File: src/rtl/mux_cfg_loader.sv
// Configuration-chain loader: streams bitstream words MSB-first into a routing-mux config chain.
// Define MUX_CFG_READBACK_EN to capture the old chain contents from ccff_tail into rb_data/rb_valid.
`timescale 1ns/1ps
module mux_cfg_loader #(
  parameter int CHAIN_LEN = 40,
  parameter int WORD_W    = 8
) (
  input  logic              prog_clk,
  input  logic              prog_reset_n,
  input  logic              start,
  input  logic              abort,
  input  logic [WORD_W-1:0] bs_data,
  input  logic              bs_valid,
  output logic              bs_ready,
  output logic              ccff_head,
  output logic              prog_en,
  input  logic              ccff_tail,
  output logic              busy,
  output logic              done,
  output logic [WORD_W-1:0] rb_data,
  output logic              rb_valid,
  output logic [1:0]        dbg_state
);

  localparam int CNT_W = $clog2(CHAIN_LEN + 1);
  localparam int BIT_W = $clog2(WORD_W);
  localparam logic [BIT_W-1:0] LAST_BIT = BIT_W'(WORD_W - 1);
  localparam logic [CNT_W-1:0] LAST_CNT = CNT_W'(CHAIN_LEN - 1);

  typedef enum logic [1:0] {
    S_IDLE  = 2'd0,
    S_WAIT  = 2'd1,
    S_SHIFT = 2'd2,
    S_DONE  = 2'd3
  } state_e;

  state_e            state_q, state_d;
  logic [CNT_W-1:0]  cnt_q, cnt_d;
  logic [BIT_W-1:0]  bit_q, bit_d;
  logic [WORD_W-1:0] sreg_q, sreg_d;
  logic              last_in_word;
  logic              chain_end;

  // Word handshake: bs_ready is high only in WAIT; a word transfers on any edge
  // where bs_valid && bs_ready, unless abort is high on that same edge.
  assign last_in_word = (bit_q == LAST_BIT);
  assign chain_end    = (cnt_q == LAST_CNT);

  always_ff @(posedge prog_clk or negedge prog_reset_n) begin
    if (!prog_reset_n) begin
      state_q <= S_IDLE;
      cnt_q   <= '0;
      bit_q   <= '0;
      sreg_q  <= '0;
    end else begin
      state_q <= state_d;
      cnt_q   <= cnt_d;
      bit_q   <= bit_d;
      sreg_q  <= sreg_d;
    end
  end

  always_comb begin
    state_d = state_q;
    if (abort) begin
      state_d = S_IDLE;
    end else begin
      case (state_q)
        S_IDLE:  if (start) state_d = S_WAIT;
        S_WAIT:  if (bs_valid) state_d = S_SHIFT;
        S_SHIFT: begin
          if (chain_end)         state_d = S_DONE;
          else if (last_in_word) state_d = S_WAIT;
        end
        S_DONE:  state_d = S_IDLE;
        default: state_d = S_IDLE;
      endcase
    end
  end

  always_comb begin
    cnt_d  = cnt_q;
    bit_d  = bit_q;
    sreg_d = sreg_q;
    case (state_q)
      S_IDLE: if (start) cnt_d = '0;
      S_WAIT: begin
        if (bs_valid && !abort) begin
          sreg_d = bs_data;
          bit_d  = '0;
        end
      end
      S_SHIFT: begin
        sreg_d = {sreg_q[WORD_W-2:0], 1'b0};
        cnt_d  = cnt_q + 1'b1;
        bit_d  = bit_q + 1'b1;
      end
      default: ;
    endcase
  end

  // Outputs decode registered state only, so no input reaches an output combinationally.
  always_comb begin
    bs_ready  = (state_q == S_WAIT);
    busy      = (state_q == S_WAIT) || (state_q == S_SHIFT);
    prog_en   = (state_q == S_SHIFT);
    ccff_head = (state_q == S_SHIFT) ? sreg_q[WORD_W-1] : 1'b0;
    done      = (state_q == S_DONE);
    dbg_state = state_q;
  end

`ifdef MUX_CFG_READBACK_EN
  logic [WORD_W-1:0] rb_sreg_q, rb_sreg_d;
  logic [WORD_W-1:0] rb_data_q, rb_data_d;
  logic              rb_valid_q, rb_valid_d;
  logic [WORD_W-1:0] rb_cap;

  always_ff @(posedge prog_clk or negedge prog_reset_n) begin
    if (!prog_reset_n) begin
      rb_sreg_q  <= '0;
      rb_data_q  <= '0;
      rb_valid_q <= 1'b0;
    end else begin
      rb_sreg_q  <= rb_sreg_d;
      rb_data_q  <= rb_data_d;
      rb_valid_q <= rb_valid_d;
    end
  end

  // The capture register restarts from zero per word, so a short final word
  // only needs a left shift to become left-aligned with zero low bits.
  always_comb begin
    rb_sreg_d  = rb_sreg_q;
    rb_data_d  = rb_data_q;
    rb_valid_d = 1'b0;
    rb_cap     = {rb_sreg_q[WORD_W-2:0], ccff_tail};
    if (state_q == S_IDLE && start) begin
      rb_sreg_d = '0;
    end else if (state_q == S_SHIFT) begin
      rb_sreg_d = rb_cap;
      if (last_in_word || chain_end) begin
        rb_sreg_d  = '0;
        rb_data_d  = rb_cap << (LAST_BIT - bit_q);
        rb_valid_d = !abort;
      end
    end
  end

  assign rb_data  = rb_data_q;
  assign rb_valid = rb_valid_q;
`else
  logic unused_tail;
  assign unused_tail = ccff_tail;
  assign rb_data     = '0;
  assign rb_valid    = 1'b0;
`endif

endmodule

File: config.mk
export PLATFORM = sky130hd
export DESIGN_NAME = mux_cfg_loader
export DESIGN_NICKNAME = d
export VERILOG_FILES = /design/src/rtl/mux_cfg_loader.sv
export SDC_FILE = /design/constraint.sdc
export NUM_CORES = 1
export LEC_CHECK = 0
export CAP_MARGIN = 20
export CELL_PAD_IN_SITES_DETAIL_PLACEMENT = 2
export CELL_PAD_IN_SITES_GLOBAL_PLACEMENT = 2
export CORE_UTILIZATION = 29
export DETAILED_ROUTE_END_ITERATION = 7
export GPL_ROUTABILITY_DRIVEN = 0
export PLACE_DENSITY = 0.83
export SETUP_SLACK_MARGIN = 0.2
export SLEW_MARGIN = 20
export SYNTH_ARGS = -nofsm -noshare
export SYNTH_HDL_FRONTEND = slang
export SYNTH_SLANG_ARGS = --single-unit
File: constraint.sdc
create_clock -name prog_clk -period 2.03 [get_ports prog_clk]
set_clock_uncertainty 0.15 [all_clocks]
set_input_delay 0.5075 -clock prog_clk [delete_from_list [all_inputs] [get_ports prog_clk]]
set_output_delay 0.5075 -clock prog_clk [all_outputs]
set_load 0.1 [all_outputs]
Yosys cells after proc, flatten, opt, wreduce, memory -nomap -nowiden

Index checks and enable logic that the tools add are counted.

Add/sub/neg operators: 2
Eq/ne operators: 10
Mux-type cells: 13
Reduce and logical (&&, ||, !) cells: 9

Operators with widths:

| operator                                                        | count |
|---|---|
| 8-bit case mux with 2 select lines                              | 1 |
| 6-bit case mux with 2 select lines                              | 1 |
| 2-bit 2-to-1 mux                                                | 5 |
| 8-bit 2-to-1 mux                                                | 1 |
| 2-bit case mux with 4 select lines                              | 1 |
| 6-bit by 1-bit adder with 6-bit output, second input constant   | 1 |
| 6-bit == test, second input constant                            | 1 |
| 6-bit 2-to-1 mux                                                | 1 |
| 3-bit != test, second input constant                            | 2 |
| 3-bit case mux with 2 select lines                              | 1 |
| 2-bit == test, second input constant                            | 2 |
| 4-bit by 2-bit != test with 1-bit output, second input constant | 1 |
| 2-bit AND reduction                                             | 2 |
| 2-bit nonzero test                                              | 2 |
| 3-bit by 1-bit adder with 3-bit output, second input constant   | 1 |
| 3-bit == test, second input constant                            | 1 |
| 3-bit 2-to-1 mux                                                | 1 |
| 3-bit AND reduction                                             | 1 |
| 2-bit by 1-bit == test with 1-bit output, second input constant | 1 |
| 2-bit logical NOT                                               | 1 |
| 2-bit by 1-bit != test with 1-bit output, second input constant | 1 |
| 2-bit != test, second input constant                            | 1 |
| 1-bit logical AND                                               | 1 |
| 1-bit logical NOT                                               | 1 |
| other kinds (2)                                                 | 2 |

Flip-flop bits (word level): 19
Output and inout bits: 16

Depth between registers and ports, before layout

Word-level depth: 5
Mapped depth: 7

Worst setup path before layout

OpenSTA, ideal clock, no wires.

Path kind: flip-flop to output port
Start point: register state_q[1] (netlist: dbg_state[1])
End point: output ccff_head
Data arrival time: 3.378 ns
Data required time: 1.372 ns
Slack: -2.005 ns
Stages on the path, launching flop included: 5
Buffers on the path: 2
Cell sequence: dfrtp_1 ha_1 buf_2 buf_2 and2_1

Longest elaborated chain between the ends: 2

RTL lines:

| element                  | line | source |
|---|---|---|
| start: declaration       | 37   | `state_e state_q, state_d;` |
| start signal: assignment | 56   | `state_q <= state_d;` |
| 2-bit == test            | --   |  |
| via prog_en              | 16   | `output logic prog_en,` |
| 1-bit 2-to-1 mux         | 107  | `ccff_head = (state_q == S_SHIFT) ? sreg_q[WORD_W-1] : 1'b0;` |
| end: declaration         | 15   | `output logic ccff_head,` |

The timed path passes the listed nets, and every way through them passes these cells.

Worst setup path after layout

Start point: register state_q[0] (netlist: dbg_state[0])
End point: output ccff_head

Longest elaborated chain between the ends: 2

RTL lines:

| element          | line |
|---|---|
| 2-bit == test    | 107 |
| 1-bit 2-to-1 mux | 107 |

Every way passes these cells.

==> results.yml <==
detailed_routing:
  route.vias.total: 1004
  drc: 0
  met2WireLength_mm: 2.03
  wl_met3_um: 106
  m1WireLength_mm: 1.54
  drt-vias-per-instance: 4.95
  ant_nets: 0
  drt_pre_antenna_iters: 4
  routed_wl_mm: 3.70
  highest_layer: "met4"
  route.detailed.wl_per_inst_um: 18.2
  starting_drt_drc_count: 21
placed_design:
  detailedPlace.worstSlack_ns: -0.0545
  port_buffers: 19
  post-place-cells: 186
  total_half_perimeter_wirelength_after_legalization_and_detailed_placement_mm: 2.10
synth:
  synthesis.area_per_instance_um2: 9.72
  postSynth.asyncResetShare: 1.00
  synth.cell_area_um2: 1160
  yosysWarnings: 0
  postSynthRegisterBits: 19
  synth_cell_type_count: 32
  ys.flop_type: "dfrtp_1"
  synth_enable_flop_cells: 0
  synth_cells: 119
  yosysSeqAreaShare: 0.411
sta:
  final-max-slew-violation-count: 0
  grt_setup_unrepaired: "yes"
  timing.final.hold_violations: 0
  layout_min_cycle_time_ns: 2.01
  timing.hold.ws_ns: 0.345
  setup_tns_ns: 0
  final_critical_path_setup_slack_ns: 0.0179
  clock.fmax_mhz: 497
  setup_violations: 0
  period_share: 0.991
power:
  cell_internal_pwr_mw: 1.32
  peakVddDrop_mv: 1.15
  power.static_leakage_nw: 0.748
  p_total_mw: 2.56
  clockPowerShare: 0.109
  power_density_nw_per_um2: 1460
  switching_share: 0.485
  p_comb_frac: 0.661
  power.net_switching_mw: 1.24
  power.share.sequential: 0.230
run_status:
  outcome: "finished clean"
grt:
  global_route_wire_length_before_repair_mm: 5.00
  grt_start_max_net_pins: 21
  grt.overflow.total: 0
  grt_usage: 0.159
  grt_pass1_vias: 1067
  antenna_found_initial: 0
setup_path:
  setup.worst_path.start_class: "register"
  crit_path_max_fanout: 4
  reg2reg_to: "cnt_q[4]"
  worstSetupPathType: "reg2out"
  cp-end-kind: "output port"
  worstRegToRegCells: 7
  cp_data_arrival_time_ns: 1.35
  r2r_setup_slack_ns: 0.04
  required_ns: 1.37
  worst_r2r_startpoint: "dbg_state[1]"
floorplanning:
  chipWidth_um: 65.1
  rows: 22
  floorplan.core_area_um2: 3740
  die-height_um: 65.1
  initial_standard_cell_utilization_of_the_core: 0.309
  die-area_um2: 4240
  num_io_pins: 30
clock_network:
  cts_root_buf: "clkbuf_8"
  clock_tree_from_tritoncts: "built"
  numCtsBuffers: 3
  htree_levels: 1
  max-clock-path-buffers: 2
  cts.reportedPaths.clkPinSlew_ns: 0.08
  number_of_clock_sinks: 19
  worstSkewPairLatency_ns: 0.26
layout:
  mostFrequentLayoutCells: "dfrtp_1, clkdlybuf4s50_1, nand2_1, buf_4, mux2i_1"
  post_route_cells_drive_above_1_share: 0.387
  instances_no_fill: 203
  finish.net_count: 178
  syn_to_final_growth_pct: 51.9
  layout_commonest_cell: "dfrtp_1"
  antenna_cells_inserted: 0
min_path:
  hold_path_end: "sreg_q[4]"
  timing.hold.worst_path_depth: 2
  hold_start: "sreg_q[4]"
  hold_path_class: "reg2reg"
run:
  maxCapViolations: 0
-- Yosys cell counts (all sizes together), types with 3 or more instances --
cell type,n,share of area
buf,11,0.067
nand2b,5,0.029
nor3,3,0.013
dfrtp,19,0.41
o21ai,15,0.065
nor2,3,0.0097
ha,8,0.087
nand3,3,0.013
inv,4,0.013
mux2i,11,0.098
nand2,19,0.064
-- power groups by stage --
stage,Combinational [mW],Sequential [mW],Clock (mW)
final,1.69,0.589,0.279
after global routing,1.77,0.608,0.301
after CTS,1.39,0.574,0.281
after detailed placement,1.30,0.586,0
after global placement,1.24,0.579,0
after floorplan,0.801,0.684,0
-- state kept, by name, summed over array words and instances (netlist names) --
name	cells
bit_q	3
cnt_q	6
dbg_state	2
sreg_q	8
-- critical path: stages (launching register included) --
cell	delay (ns)
dfrtp_4	0.52
inv_4	0.09
ha_4	0.16
and2_4	0.15
buf_12	0.16
-- stage by stage --
stage / cell area, µm² / utilization
finish: 1760 / 0.469
global route: 1760 / 0.469
CTS: 1590 / 0.424
detailed placement: 1490 / 0.397
global placement: 1490 / 0.397
floorplan: 1230 / -
-- final cells by class --
type / count / area [µm²]
Multi-Input combinational cell: 91 / 716
Inverter: 4 / 17.5
Tap cell: 48 / 60.1
Clock inverter: 1 / 5.00
Fill cell: 402 / 1990
Timing Repair Buffer: 37 / 434
Sequential cell: 19 / 483
Clock buffer: 3 / 41.3
-- logic make-up (layout without fill, tap and decap cells) --
kind of cell | count (synthesis) | after routing | share of synthesized area
AND/OR/NAND/NOR | 38 | 38 | 0.182
AO/OA/AOI/OAI | 25 | 25 | 0.132
flip-flops | 19 | 19 | 0.411
buffers and inverters | 17 | 45 | 0.0866
multiplexers | 11 | 11 | 0.0985
adder cells (fa/ha/maj) | 8 | 8 | 0.0866
other | 1 | 9 | 0.00324
-- metal layers --
metal / up-vias / global-route usage
met5: - / 0
li1: 462 / -
met3: 2 / 0.0330
met2: 24 / 0.284
met1: 516 / 0.186
met4: 0 / 0.0571
-- repair_timing --
item | 4_1_cts | 5_1_grt
hold buffers | 0 | 0
setup endpoints to repair | 10 | 21
pin swaps | 2 | 3
cloned | 0 | 3
resized for setup | 2 | 40
buffers inserted | 4 | 6
-- how the worst max path moves through the flow --
stage	start	end	cells after the start
after floorplan	dbg_state[0]	ccff_head	5
after global placement	start	dbg_state[1]	5
after detailed placement	start	dbg_state[0]	5
after CTS	dbg_state[0]	ccff_head	4
after global routing	dbg_state[0]	ccff_head	4
final	dbg_state[0]	ccff_head	4
(Power assumes the default switching activity.)
